`src/rtl/compc_pkg.sv`:
```
// Shared types and constants for the two-requester compc arbiter.
package compc_pkg;

    localparam int DATA_W_DEFAULT = 8;
    localparam int BURST_CNT_W    = 4;
    localparam int XFER_CNT_W     = 16;

    typedef enum logic [1:0] {
        IDLE = 2'd0,
        OWN0 = 2'd1,
        OWN1 = 2'd2
    } owner_e;

    // Ownership state for a given requester id.
    function automatic owner_e own_state(input logic id);
        return id ? OWN1 : OWN0;
    endfunction

endpackage

```
`src/rtl/compc_arbiter_if.sv`:
```
// Requester, output and status signals of the compc arbiter.
// The master side drives operands and out_ready; the slave side is the arbiter.
interface compc_arbiter_if #(
    parameter int DATA_W = compc_pkg::DATA_W_DEFAULT
);
    import compc_pkg::*;

    logic              req0_valid;
    logic              req0_ready;
    logic [DATA_W-1:0] req0_a;
    logic [DATA_W-1:0] req0_b;

    logic              req1_valid;
    logic              req1_ready;
    logic [DATA_W-1:0] req1_a;
    logic [DATA_W-1:0] req1_b;

    logic              out_valid;
    logic              out_ready;
    logic [DATA_W-1:0] out_x;
    logic [DATA_W-1:0] out_y;
    logic              out_id;

    logic [XFER_CNT_W-1:0] xfer_count;

    modport master (
        output req0_valid, req0_a, req0_b,
        output req1_valid, req1_a, req1_b,
        output out_ready,
        input  req0_ready, req1_ready,
        input  out_valid, out_x, out_y, out_id, xfer_count
    );

    modport slave (
        input  req0_valid, req0_a, req0_b,
        input  req1_valid, req1_a, req1_b,
        input  out_ready,
        output req0_ready, req1_ready,
        output out_valid, out_x, out_y, out_id, xfer_count
    );

endinterface

```
`src/rtl/compc_out_reg.sv`:
```
// One-entry valid/ready output register holding {id, x, y}.
module compc_out_reg #(
    parameter int DATA_W = compc_pkg::DATA_W_DEFAULT
) (
    input  logic              clock,
    input  logic              reset,
    input  logic              load_en,
    input  logic              ld_id,
    input  logic [DATA_W-1:0] ld_x,
    input  logic [DATA_W-1:0] ld_y,
    input  logic              out_ready,
    output logic              out_valid,
    output logic              out_id,
    output logic [DATA_W-1:0] out_x,
    output logic [DATA_W-1:0] out_y
);

    logic              valid_q, valid_d;
    logic              id_q, id_d;
    logic [DATA_W-1:0] x_q, x_d;
    logic [DATA_W-1:0] y_q, y_d;

    // Next contents: a new load wins over a drain; a drain keeps the data.
    always_comb begin
        valid_d = valid_q;
        id_d    = id_q;
        x_d     = x_q;
        y_d     = y_q;
        if (load_en) begin
            valid_d = 1'b1;
            id_d    = ld_id;
            x_d     = ld_x;
            y_d     = ld_y;
        end else if (out_ready) begin
            valid_d = 1'b0;
        end
    end

    // Register with asynchronous clear; a held result is discarded on reset.
    always_ff @(posedge clock or posedge reset) begin
        if (reset) begin
            valid_q <= 1'b0;
            id_q    <= 1'b0;
            x_q     <= '0;
            y_q     <= '0;
        end else begin
            valid_q <= valid_d;
            id_q    <= id_d;
            x_q     <= x_d;
            y_q     <= y_d;
        end
    end

    assign out_valid = valid_q;
    assign out_id    = id_q;
    assign out_x     = x_q;
    assign out_y     = y_q;

endmodule

```
`src/rtl/compc_arbiter.sv`:
```
// Two-requester burst-bounded arbiter in front of a registered a->x, b->y datapath.
module compc_arbiter
    import compc_pkg::*;
#(
    parameter int DATA_W    = DATA_W_DEFAULT,
    parameter int MAX_BURST = 4
) (
    input  logic           clock,
    input  logic           reset,
    compc_arbiter_if.slave bus
);

    localparam logic [BURST_CNT_W-1:0] MAX_CNT = BURST_CNT_W'(MAX_BURST);

    owner_e                  state_q, state_d;
    logic [BURST_CNT_W-1:0]  burst_cnt_q, burst_cnt_d;
    logic                    rr_ptr_q, rr_ptr_d;
    logic [XFER_CNT_W-1:0]   xfer_count_q, xfer_count_d;

    logic              v0, v1;
    logic              own_id, own_v, oth_v;
    logic              grant_vld, grant_id;
    logic              load, fire;
    logic              out_valid;
    logic              out_id;
    logic [DATA_W-1:0] out_x, out_y;
    logic [DATA_W-1:0] ld_x, ld_y;

    assign v0     = bus.req0_valid;
    assign v1     = bus.req1_valid;
    assign own_id = (state_q == OWN1);
    assign own_v  = own_id ? v1 : v0;
    assign oth_v  = own_id ? v0 : v1;

    // Pick the winner: round-robin from idle, otherwise stay with the owner
    // until its burst budget is spent while the other side waits.
    always_comb begin
        grant_vld = 1'b0;
        grant_id  = 1'b0;
        if (state_q == IDLE) begin
            if (v0 && v1) begin
                grant_vld = 1'b1;
                grant_id  = rr_ptr_q;
            end else if (v0 || v1) begin
                grant_vld = 1'b1;
                grant_id  = v1;
            end
        end else if (own_v && ((burst_cnt_q < MAX_CNT) || !oth_v)) begin
            grant_vld = 1'b1;
            grant_id  = own_id;
        end else if (oth_v) begin
            grant_vld = 1'b1;
            grant_id  = !own_id;
        end
    end

    assign load = !out_valid || bus.out_ready;
    assign fire = load && grant_vld;

    assign bus.req0_ready = !reset && fire && !grant_id;
    assign bus.req1_ready = !reset && fire && grant_id;

    // Ownership, burst count and round-robin pointer advance only on load cycles.
    always_comb begin
        state_d     = state_q;
        burst_cnt_d = burst_cnt_q;
        rr_ptr_d    = rr_ptr_q;
        if (load) begin
            if (grant_vld) begin
                state_d = own_state(grant_id);
                if ((state_q != IDLE) && (grant_id == own_id)) begin
                    burst_cnt_d = (burst_cnt_q >= MAX_CNT) ? MAX_CNT
                                                           : burst_cnt_q + BURST_CNT_W'(1);
                end else begin
                    burst_cnt_d = BURST_CNT_W'(1);
                end
            end else if (state_q != IDLE) begin
                state_d     = IDLE;
                burst_cnt_d = '0;
                rr_ptr_d    = !own_id;
            end
        end
    end

    // Count completed output transfers, wrapping naturally.
    always_comb begin
        xfer_count_d = xfer_count_q + XFER_CNT_W'(out_valid && bus.out_ready);
    end

    // Arbiter state and transfer counter.
    always_ff @(posedge clock or posedge reset) begin
        if (reset) begin
            state_q      <= IDLE;
            burst_cnt_q  <= '0;
            rr_ptr_q     <= 1'b0;
            xfer_count_q <= '0;
        end else begin
            state_q      <= state_d;
            burst_cnt_q  <= burst_cnt_d;
            rr_ptr_q     <= rr_ptr_d;
            xfer_count_q <= xfer_count_d;
        end
    end

    assign ld_x = grant_id ? bus.req1_a : bus.req0_a;
    assign ld_y = grant_id ? bus.req1_b : bus.req0_b;

    compc_out_reg #(
        .DATA_W (DATA_W)
    ) u_out_reg (
        .clock     (clock),
        .reset     (reset),
        .load_en   (fire),
        .ld_id     (grant_id),
        .ld_x      (ld_x),
        .ld_y      (ld_y),
        .out_ready (bus.out_ready),
        .out_valid (out_valid),
        .out_id    (out_id),
        .out_x     (out_x),
        .out_y     (out_y)
    );

    assign bus.out_valid  = out_valid;
    assign bus.out_id     = out_id;
    assign bus.out_x      = out_x;
    assign bus.out_y      = out_y;
    assign bus.xfer_count = xfer_count_q;

endmodule

```
`src/flat_wrapper.sv`:
```
// flat-port wrapper written by rule: the top's interface ports become plain ports
module compc_arbiter_flat import compc_pkg::*;
#(
    parameter int DATA_W    = DATA_W_DEFAULT,
    parameter int MAX_BURST = 4
)
  (clock, reset, bus_req0_valid, bus_req0_a, bus_req0_b, bus_req1_valid, bus_req1_a, bus_req1_b, bus_out_ready, bus_req0_ready, bus_req1_ready, bus_out_valid, bus_out_x, bus_out_y, bus_out_id, bus_xfer_count);
  compc_arbiter_if #(.DATA_W(DATA_W)) bus_i ();
  input  logic clock;
  input  logic reset;
  input wire logic [$bits(bus_i.req0_valid)-1:0] bus_req0_valid;
  input wire logic [$bits(bus_i.req0_a)-1:0] bus_req0_a;
  input wire logic [$bits(bus_i.req0_b)-1:0] bus_req0_b;
  input wire logic [$bits(bus_i.req1_valid)-1:0] bus_req1_valid;
  input wire logic [$bits(bus_i.req1_a)-1:0] bus_req1_a;
  input wire logic [$bits(bus_i.req1_b)-1:0] bus_req1_b;
  input wire logic [$bits(bus_i.out_ready)-1:0] bus_out_ready;
  output wire logic [$bits(bus_i.req0_ready)-1:0] bus_req0_ready;
  output wire logic [$bits(bus_i.req1_ready)-1:0] bus_req1_ready;
  output wire logic [$bits(bus_i.out_valid)-1:0] bus_out_valid;
  output wire logic [$bits(bus_i.out_x)-1:0] bus_out_x;
  output wire logic [$bits(bus_i.out_y)-1:0] bus_out_y;
  output wire logic [$bits(bus_i.out_id)-1:0] bus_out_id;
  output wire logic [$bits(bus_i.xfer_count)-1:0] bus_xfer_count;
  assign bus_i.req0_valid = bus_req0_valid;
  assign bus_i.req0_a = bus_req0_a;
  assign bus_i.req0_b = bus_req0_b;
  assign bus_i.req1_valid = bus_req1_valid;
  assign bus_i.req1_a = bus_req1_a;
  assign bus_i.req1_b = bus_req1_b;
  assign bus_i.out_ready = bus_out_ready;
  assign bus_req0_ready = bus_i.req0_ready;
  assign bus_req1_ready = bus_i.req1_ready;
  assign bus_out_valid = bus_i.out_valid;
  assign bus_out_x = bus_i.out_x;
  assign bus_out_y = bus_i.out_y;
  assign bus_out_id = bus_i.out_id;
  assign bus_xfer_count = bus_i.xfer_count;
  compc_arbiter #(.DATA_W(DATA_W), .MAX_BURST(MAX_BURST)) u_core (.clock(clock), .reset(reset), .bus(bus_i));
endmodule
```
`config.mk`:
```
export PLATFORM = sky130hd
export DESIGN_NAME = compc_arbiter_flat
export DESIGN_NICKNAME = d
export VERILOG_FILES = /design/src/rtl/compc_pkg.sv /design/src/rtl/compc_arbiter_if.sv /design/src/rtl/compc_out_reg.sv /design/src/rtl/compc_arbiter.sv /design/src/flat_wrapper.sv
export SDC_FILE = /design/constraint.sdc
export NUM_CORES = 1
export LEC_CHECK = 0
export CORE_UTILIZATION = 43
export CTS_CLUSTER_DIAMETER = 60
export DETAILED_ROUTE_END_ITERATION = 7
export GPL_ROUTABILITY_DRIVEN = 0
export PLACE_DENSITY = 0.79
export SETUP_SLACK_MARGIN = 0.2
export SLEW_MARGIN = 20
export SYNTH_ARGS = -nofsm -noshare
export SYNTH_HDL_FRONTEND = slang
export SYNTH_SLANG_ARGS = --single-unit
```
`constraint.sdc`:
```
create_clock -name clock -period 2.18 [get_ports clock]
set_input_delay 0.327 -clock clock [delete_from_list [all_inputs] [get_ports clock]]
set_output_delay 0.327 -clock clock [all_outputs]
set_load 0.05 [all_outputs]
```
==> impl_metrics.toml, run 1 <==
[place]
placed_cells = 293
port_buffers = 72
place_hpwl_um = 3350

[timing]
max_freq_mhz = 490
setup_viol = 0
final_max_slew_viol_count = 0
slew_headroom_pct = 52.0
rsz0062_at_grt = "true"
tightestPinTransition_ps = 717
min_period_ps = 2040
hold_viol_final = 0
finalCritPeriodShare_pct = 93.6
fin_skew_ps = 4.09
fin_setup_tns_ps = 0

[detailed_routing]
route.detailed.drc = 0
vias_per_cell = 5.44
vias = 1658
drt_iter0_drc = 100
routedWlPerCell_um = 15.5
drtAntennaViolNets = 0
drt-total-wl_um = 4720
dr.pass1.iters = 4

[floorplan]
die_area_um2 = 4640
row_count = 23
die_x_um = 68.1
start_util_pct = 46.0
coreArea_um2 = 4090
ioPinCount = 73
chipHeight_um = 68.1

[setup_path]
required_ps = 1850
start_kind = "flip-flop"
worstPathArrival_ps = 1710
critPathMaxFanout = 8
endpoint_kind = "primary output"
setup.worst_path.class = "flip-flop to primary output"

[clocking]
cts_buffer_depth = 2
tritoncts = "built"
clkTransAtPathRegs_ps = 80
clk_latency_ps = 290
cts_buffers = 5
ctsHoldBuffers = 0
numClockSinks = 41
cts-root-buf = "clkbuf_8"
ctsHtreeMaxLevel = 2

[yosys]
synth.distinct_cells = 36
yosys-top-cells-area = "dfrtp_1 55%, and2_1 6.0%, a221o_1 4.8%"
netlist.area_leader.share_pct = 54.6
ys_ff_latch = 41
ys_warn_count = 0
syn_inst = 160
post-synth-top-area-cell = "dfrtp_1"
synth_fp_nets = 200
yosysSeqAreaShare_pct = 54.6
synth_area_um2 = 1880
syn_area_per_cell_um2 = 11.7
synthArstFlopShare_pct = 100
synth_edf_count = 0
synth_flop_cell = "dfrtp_1"

[global_route]
grt_pass1_wl_um = 7310
grt_antenna_before_repair = 0
grt_pass1_vias = 1642
grt_remaining_overflow = 0
track_usage_pct = 21.6
grt_max_degree = 27

[run_status]
status = "completed"

[pwr]
sw_frac_of_total_pct = 38.7
comb_power_share_pct = 42.4
p_leak_nw = 1.31
power-per-cell-area_nw_per_um2 = 990
p_seq_share_pct = 36.2
clockPowerShare_pct = 21.3
irDropWorstVdd_v = 0.000550
intPower_mw = 1.81
p_sw_mw = 1.14

[final_layout]
final_cells = 305
final_nets = 294
n_antenna_cell = 0
synthToLayoutAreaGrowth_pct = 58.5
layout-drive-gt1-share_pct = 20.8

[hold_path]
hold_path.class = "flip-flop to flip-flop"

[run]
max-cap-violations = 0
==> logic make-up after synthesis <==
group | synth area share (%)
simple gates | 17.5
flops | 54.6
compound gates | 16.8
xor+xnor | 6.53
buf+inv | 2.60
fa+ha+maj | 2.00
==> metrics by stage <==
| stage | power (mW) | util (%) | cell area (µm²) | setup slack [ps] | hold slack [ps] |
|---|---|---|---|---|---|
| 2_1_floorplan | 1.83 | - | 1910 | 219 | 448 |
| 3_3_place_gp | 2.27 | 68.0 | 2780 | -146 | 461 |
| 3_5_place_dp | 2.30 | 68.0 | 2780 | -172 | 462 |
| 4_1_cts | 2.95 | 71.6 | 2930 | 121 | 473 |
| 5_1_grt | 3.09 | 72.8 | 2980 | 52.7 | 501 |
| 6_report | 2.95 | 72.8 | 2980 | 140 | 472 |
==> state kept, by name, indices dropped and copies added, names as in the netlist <==
name                        cells
u_core.state_q                  2
u_core.u_out_reg.out_x          8
u_core.bus.xfer_count          16
u_core.u_out_reg.out_valid      1
u_core.burst_cnt_q              4
u_core.rr_ptr_q                 1
u_core.u_out_reg.out_id         1
u_core.u_out_reg.out_y          8
==> critical path: stages, from the launching register on <==
cell	delay, ps
dfrtp_1	490
a2111oi_4	470
a2bb2oi_2	130
nor3_4	170
buf_12	160
==> final cells by class <==
cell class              count  area [µm²]
clock buffers               7        86.3
clock inverters             1        30.0
fillers                   284        1110
inverters                   5        18.8
multi-input cells         110         876
flip-flops and latches     41        1030
well taps                  50        62.6
repair buffers             91         873
==> power by group through the flow <==
stage | logic [mW] | clock network, mW | registers [mW]
after detailed placement | 1.22 | 0 | 1.07
after CTS | 1.24 | 0.643 | 1.07
final | 1.25 | 0.629 | 1.07
after global placement | 1.20 | 0 | 1.07
after floorplan | 0.320 | 0 | 1.51
after global routing | 1.32 | 0.681 | 1.09
==> cells in the final DEF (no fill, tap or decap), drive strengths merged <==
cell type	Yosys	layout
a2111oi	1	1
a21o	3	3
a21oi	1	1
a221o	17	17
a221oi	1	1
a22o	1	1
a2bb2oi	1	1
and2	18	18
and3	1	1
buf	2	21
bufinv	0	1
clkbuf	2	7
clkdlybuf4s50	0	69
dfrtp	41	41
dlygate4sd2	0	1
ha	3	3
inv	5	5
nand2	10	10
nand2b	1	1
nand3	7	7
nand4	3	3
nor2	10	10
nor2b	2	2
nor3	5	5
nor3b	1	1
nor4	2	2
o21ai	4	4
o2bb2ai	1	1
o31ai	1	1
o41ai	1	1
or2	1	1
xnor2	8	8
xor2	6	6
==> Yosys cell counts, types with 2 or more instances <==
cell type	count
a21o_2	2
a221o_1	9
a221o_2	8
and2_1	18
buf_6	2
clkbuf_1	2
dfrtp_1	41
ha_1	3
inv_1	5
nand2_1	10
nand3_1	7
nand4_1	3
nor2_1	9
nor3_1	4
nor4_1	2
o21ai_0	3
xnor2_1	8
xor2_1	6
==> repair_timing <==
item                                    4_1_cts  5_1_grt
pin swaps                                     1        2
hold endpoints to repair                      0        0
setup buffers                                 2        2
gates resized for setup                       6        6
endpoints found under the setup margin       20        4
==> routing by layer <==
metal | up-vias | track usage [%] | share of wire (%)
met2 | 76 | 36.9 | 51
met4 | 0 | 9.38 | 1.2
met1 | 810 | 25.4 | 40
met5 | - | 0 | 0
li1 | 766 | - | -
met3 | 6 | 5.50 | 7.7
==> final timing paths <==
| kind | from | end | slack, ps | cells after the start |
|---|---|---|---|---|
| min in group asynchronous | reset | u_core.u_out_reg.out_x[6]$_DFFE_PP0P_ | 540 | 3 |
| worst max register to register | u_core.state_q[0]$_DFFE_PP0P_ | u_core.u_out_reg.out_y[1]$_DFFE_PP0P_ | 350 | 6 |
| worst max-delay path | u_core.state_q[0]$_DFFE_PP0P_ | bus_req0_ready | 140 | 4 |
| max in group asynchronous | reset | u_core.burst_cnt_q[2]$_DFFE_PP0P_ | 1310 | 3 |
| worst min-delay path | u_core.bus.xfer_count[15]$_DFF_PP0_ | u_core.bus.xfer_count[15]$_DFF_PP0_ | 470 | 1 |
| worst min register to register | u_core.bus.xfer_count[15]$_DFF_PP0_ | u_core.bus.xfer_count[15]$_DFF_PP0_ | 470 | 1 |
(Power assumes the default switching activity.)
==> inputs of run 2 (changes only) <==
Settings changed: CORE_MARGIN set to 2.
==> impl_metrics.toml, run 2 (synthesis gave the netlist of run 1 again) <==
[global_route]
grt_pass1_vias = 1636
grt_pass1_wl_um = 7070
grt_remaining_overflow = 0
grt_antenna_before_repair = 0
track_usage_pct = 18.3
grt_max_degree = 28

[hold_path]
worstHoldPathCells = 3
hp-start = "bus_req0_valid"
whs_endpoint = "u_core.u_out_reg.out_valid$_DFFE_PP0P_"
hold_path.class = "input port to flip-flop"

[final_layout]
synthToLayoutAreaGrowth_pct = 57.5
regArea_um2 = 1030
fillers = 344
multi_input_area_um2 = 866
layout-drive-gt1-share_pct = 21.7
fin_util_pct = 68.9
mostFrequentLayoutCell = "clkdlybuf4s50_1"
final_nets = 295
layout_common_cells = "68 x clkdlybuf4s50_1, 37 x dfrtp_1, 18 x and2_1, 18 x buf_4"
largest_reg_flops = 16
n_antenna_cell = 0
stdcell_area_um2 = 2960

[timing]
rsz0062_at_grt = "true"
fin_skew_ps = 4.40
layout_setup_ws_ps = 157
tightestPinTransition_ps = 696
setup_viol = 0
hold_slack_ps = 382
hold_viol_final = 0
finalCritPeriodShare_pct = 92.8
min_period_ps = 2020
max_freq_mhz = 494
final_max_slew_viol_count = 0
fin_setup_tns_ps = 0
slew_headroom_pct = 53.4

[pwr]
p_sw_mw = 1.11
power-per-cell-area_nw_per_um2 = 934
p_seq_share_pct = 38.2
sw_frac_of_total_pct = 40.2
intPower_mw = 1.65
p_leak_nw = 1.30
comb_power_share_pct = 45.4
clockPowerShare_pct = 16.3
irDropWorstVdd_v = 0.000563

[clocking]
cts_buffers = 5
numClockSinks = 41
clk_latency_ps = 290
cts_buffer_depth = 2
clkTransAtPathRegs_ps = 70
tritoncts = "built"
ctsHtreeMaxLevel = 2
cts-root-buf = "clkbuf_8"

[setup_path]
critPathMaxFanout = 4
setup.worst_path.class = "flip-flop to primary output"
endpoint_kind = "primary output"
r2r_start = "u_core.burst_cnt_q[3]$_DFFE_PP0P_"
reg2reg_depth = 5
r2r_end = "u_core.u_out_reg.out_x[1]$_DFFE_PP0P_"
worstPathArrival_ps = 1700
r2r_setup_slack_ps = 370
start_kind = "flip-flop"
required_ps = 1850

[detailed_routing]
vias = 1623
drt-total-wl_um = 4280
vias_per_cell = 5.30
drt_iter0_drc = 78
drtAntennaViolNets = 0
dr.pass1.iters = 4
route.detailed.drc = 0
routedWlPerCell_um = 14.0

[floorplan]
ioPinCount = 73
die_area_um2 = 4910
chipHeight_um = 70.1
coreArea_um2 = 4290
row_count = 24
die_x_um = 70.1
start_util_pct = 43.7

[run_status]
status = "completed"

[place]
place_hpwl_um = 3010
port_buffers = 72
place_area_um2 = 2790
dp_slack_ps = -177

[run]
max-cap-violations = 0
==> run 2: what timing repair did <==
action                                  in CTS  in global routing
setup buffers                                3                  3
hold buffers                                 0                  0
hold endpoints to repair                     0                  0
cloned                                       0                  0
endpoints found under the setup margin      20                  4
resized for setup                            3                 10
pin swaps                                    2                  3
==> run 2: worst max-delay path, stage by stage, from the launching register on <==
cell       delay, ps
dfrtp_1          400
nor2_4            70
a2111oi_4        450
buf_4            210
buf_6            100
nor4_4            30
buf_6            160
==> run 2: cell type report <==
type | count | area share, %
clock inverter | 1 | 0.169
sequential | 41 | 34.9
inverter | 5 | 0.635
timing repair buffer | 92 | 30.5
clock buffer | 5 | 2.33
multi-input combinational | 110 | 29.3
tap | 52 | 2.20
==> run 2: metrics by stage <==
step | power (mW) | cells
2_1_floorplan | 1.83 | 160
3_3_place_gp | 2.27 | 294
3_5_place_dp | 2.29 | 294
4_1_cts | 2.76 | 303
5_1_grt | 2.90 | 306
6_report | 2.76 | 306
==> run 2: power groups by stage <==
stage                     registers, mW  clock network [mW]  logic [mW]
final                              1.06               0.451        1.25
after global routing               1.08               0.496        1.32
after CTS                          1.06               0.461        1.24
after detailed placement           1.06                   0        1.22
after global placement             1.07                   0        1.21
after floorplan                    1.51                   0       0.320
==> run 2: how the worst max path moves through the flow <==
stage | slack [ps] | startpoint | end | cells past startpoint
2_1_floorplan | 220 | u_core.bus.xfer_count[0]$_DFF_PP0_ | u_core.bus.xfer_count[12]$_DFF_PP0_ | 7
3_3_place_gp | -170 | bus_out_ready | u_core.u_out_reg.out_x[0]$_DFFE_PP0P_ | 5
3_5_place_dp | -180 | bus_out_ready | u_core.u_out_reg.out_y[7]$_DFFE_PP0P_ | 5
4_1_cts | 100 | bus_req0_valid | bus_req0_ready | 6
5_1_grt | 100 | u_core.burst_cnt_q[2]$_DFFE_PP0P_ | bus_req1_ready | 6
6_report | 160 | u_core.burst_cnt_q[2]$_DFFE_PP0P_ | bus_req1_ready | 6
==> run 2: metal layers <==
| layer | wire [µm] | vias up | share of wire [%] | global-route usage, % |
|---|---|---|---|---|
| met5 | 0 | - | 0 | 0 |
| met2 | 2120 | 69 | 50 | 30.9 |
| met4 | 21 | 0 | 0.49 | 5.13 |
| li1 | - | 769 | - | - |
| met3 | 387 | 2 | 9.0 | 7.79 |
| met1 | 1750 | 783 | 41 | 21.3 |
==> inputs of run 3 (changes only) <==
Settings changed: CAP_MARGIN set to 20, RECOVER_POWER set to 100, SLEW_MARGIN 20 to 15.
==> impl_metrics.toml, run 3 (synthesis gave the netlist of run 1 again) <==
[setup_path]
reg2reg_depth = 7
setup.worst_path.class = "input port to primary output"
critPathMaxFanout = 3
r2r_start = "u_core.burst_cnt_q[2]$_DFFE_PP0P_"
worstPathArrival_ps = 1680
crit_chain = "dlygate4sd3_1 > nand2b_4 > nand2_2 > buf_4 > nor4_4 > buf_6"
endpoint_kind = "primary output"
r2r_end = "u_core.u_out_reg.out_y[5]$_DFFE_PP0P_"
cp_top_family = "buffers and inverters"
r2r_setup_slack_ps = 180
slowest_delay_ps = 570
cpMaxStageDelayCell = "dlygate4sd3_1"
required_ps = 1850
cp_num_buf_inv = 3
start_kind = "input port"

[pwr]
intPower_mw = 1.60
p_sw_mw = 1.10
p_seq_share_pct = 38.9
irDropWorstVdd_v = 0.000558
sw_frac_of_total_pct = 40.9
comb_power_share_pct = 44.4
p_leak_nw = 1.34
power-per-cell-area_nw_per_um2 = 920
clockPowerShare_pct = 16.7
power_mw = 2.70

[run_status]
status = "completed"

[global_route]
grt_pass1_wl_um = 7070
grt_antenna_before_repair = 0
grt_pass1_vias = 1636
grt_max_degree = 28
track_usage_pct = 18.3
grt_remaining_overflow = 0

[final_layout]
final_cells = 308
synthToLayoutAreaGrowth_pct = 56.2
n_antenna_cell = 0
largest_reg_flops = 16
stdcell_area_um2 = 2930
layout-drive-gt1-share_pct = 19.9
fillers = 353
fin_util_pct = 68.3
final_nets = 297
layout_common_cells = "37 x dlygate4sd3_1, 37 x dfrtp_1, 32 x clkdlybuf4s50_1"

[timing]
final_max_slew_viol_count = 0
layout_setup_ws_ps = 170
min_period_ps = 2010
tightestPinTransition_ps = 715
finalCritPeriodShare_pct = 92.2
setup_viol = 0
fin_skew_ps = 3.21
hold_slack_ps = 383
hold_viol_final = 0
fin_setup_tns_ps = 0
max_freq_mhz = 497
slew_headroom_pct = 52.3
rsz0062_at_grt = "true"

[place]
place_area_um2 = 2790
dp_slack_ps = -177
placed_cells = 294
place_hpwl_um = 3010
port_buffers = 72

[clocking]
cts_buffer_depth = 2
clkTransAtPathRegs_ps = 70
cts_buffers = 5
tritoncts = "built"
clk_latency_ps = 290
cts-root-buf = "clkbuf_8"
ctsHtreeMaxLevel = 2
numClockSinks = 41

[floorplan]
coreArea_um2 = 4290
start_util_pct = 43.7
chipHeight_um = 70.1
die_x_um = 70.1
row_count = 24
die_area_um2 = 4910
ioPinCount = 73

[detailed_routing]
vias_per_cell = 5.35
dr.pass1.iters = 4
drtAntennaViolNets = 0
wl_met3_um = 385
route.detailed.drc = 0
drt_iter0_drc = 76
routedWlPerCell_um = 14.1
wl_met1_um = 1750
drt-total-wl_um = 4350
routed.top_layer = "met4"
vias = 1647
met2_length_um = 2190

[hold_path]
whs_endpoint = "u_core.u_out_reg.out_valid$_DFFE_PP0P_"
hold_path.class = "input port to flip-flop"
hp-start = "bus_req0_valid"
worstHoldPathCells = 3

[run]
max-cap-violations = 0
run 3: cell types whose count changed in the layout (fill, tap and decap cells not counted):
cell / previous run / this run
clkbuf_1: 0 / 5
o2bb2ai_2: 1 / 0
clkbuf_2: 0 / 2
dlygate4sd3_1: 0 / 37
nor3_4: 2 / 1
o2bb2ai_1: 0 / 1
buf_4: 18 / 13
dlymetal6s2s_1: 2 / 1
clkdlybuf4s50_1: 68 / 32
nor3_2: 1 / 2
run 3: what timing repair did:
item                       CTS  global route
setup endpoints to repair   20             4
gates resized for setup      3            10
hold buffers                 0             0
buffers inserted             3             4
pin swaps                    2             3
run 3: area by class of cell:
type / count / area, µm² / share of cell area, %
clock buffer: 5 / 68.8 / 2.35
clock inverter: 1 / 5.00 / 0.171
inverter: 5 / 18.8 / 0.640
multi-input combinational: 110 / 853 / 29.1
sequential: 41 / 1030 / 35.1
tap: 52 / 65.1 / 2.22
timing repair buffer: 94 / 892 / 30.4
run 3: per-layer routing:
layer / vias to the layer above / global-route usage [%]
li1: 777 / -
met1: 798 / 21.3
met2: 70 / 30.9
met5: - / 0
met3: 2 / 7.79
met4: 0 / 5.13
run 3: worst max path at each step:
stage               depth (start not counted)                          startpoint                                     to
finish                                      6                       bus_out_ready                         bus_req1_ready
global route                                7   u_core.burst_cnt_q[3]$_DFFE_PP0P_  u_core.u_out_reg.out_y[6]$_DFFE_PP0P_
CTS                                         6                      bus_req0_valid                         bus_req0_ready
detailed placement                          5                       bus_out_ready  u_core.u_out_reg.out_y[7]$_DFFE_PP0P_
global placement                            5                       bus_out_ready  u_core.u_out_reg.out_x[0]$_DFFE_PP0P_
floorplan                                   7  u_core.bus.xfer_count[0]$_DFF_PP0_    u_core.bus.xfer_count[12]$_DFF_PP0_
run 3: power groups by stage:
stage          clock, mW  combinational, mW  sequential [mW]
2_1_floorplan          0              0.320             1.51
3_3_place_gp           0               1.21             1.07
3_5_place_dp           0               1.22             1.06
4_1_cts            0.461               1.24             1.06
5_1_grt            0.496               1.27             1.08
6_report           0.451               1.20             1.05
run 3: worst register-to-register path: stages (launching register included):
cell and delay (ps):
dfrtp_1 410, nor2_4 70, a2111oi_4 400, clkbuf_1 190, buf_4 140, nor3_2 60
clkbuf_2 240, a221o_2 380
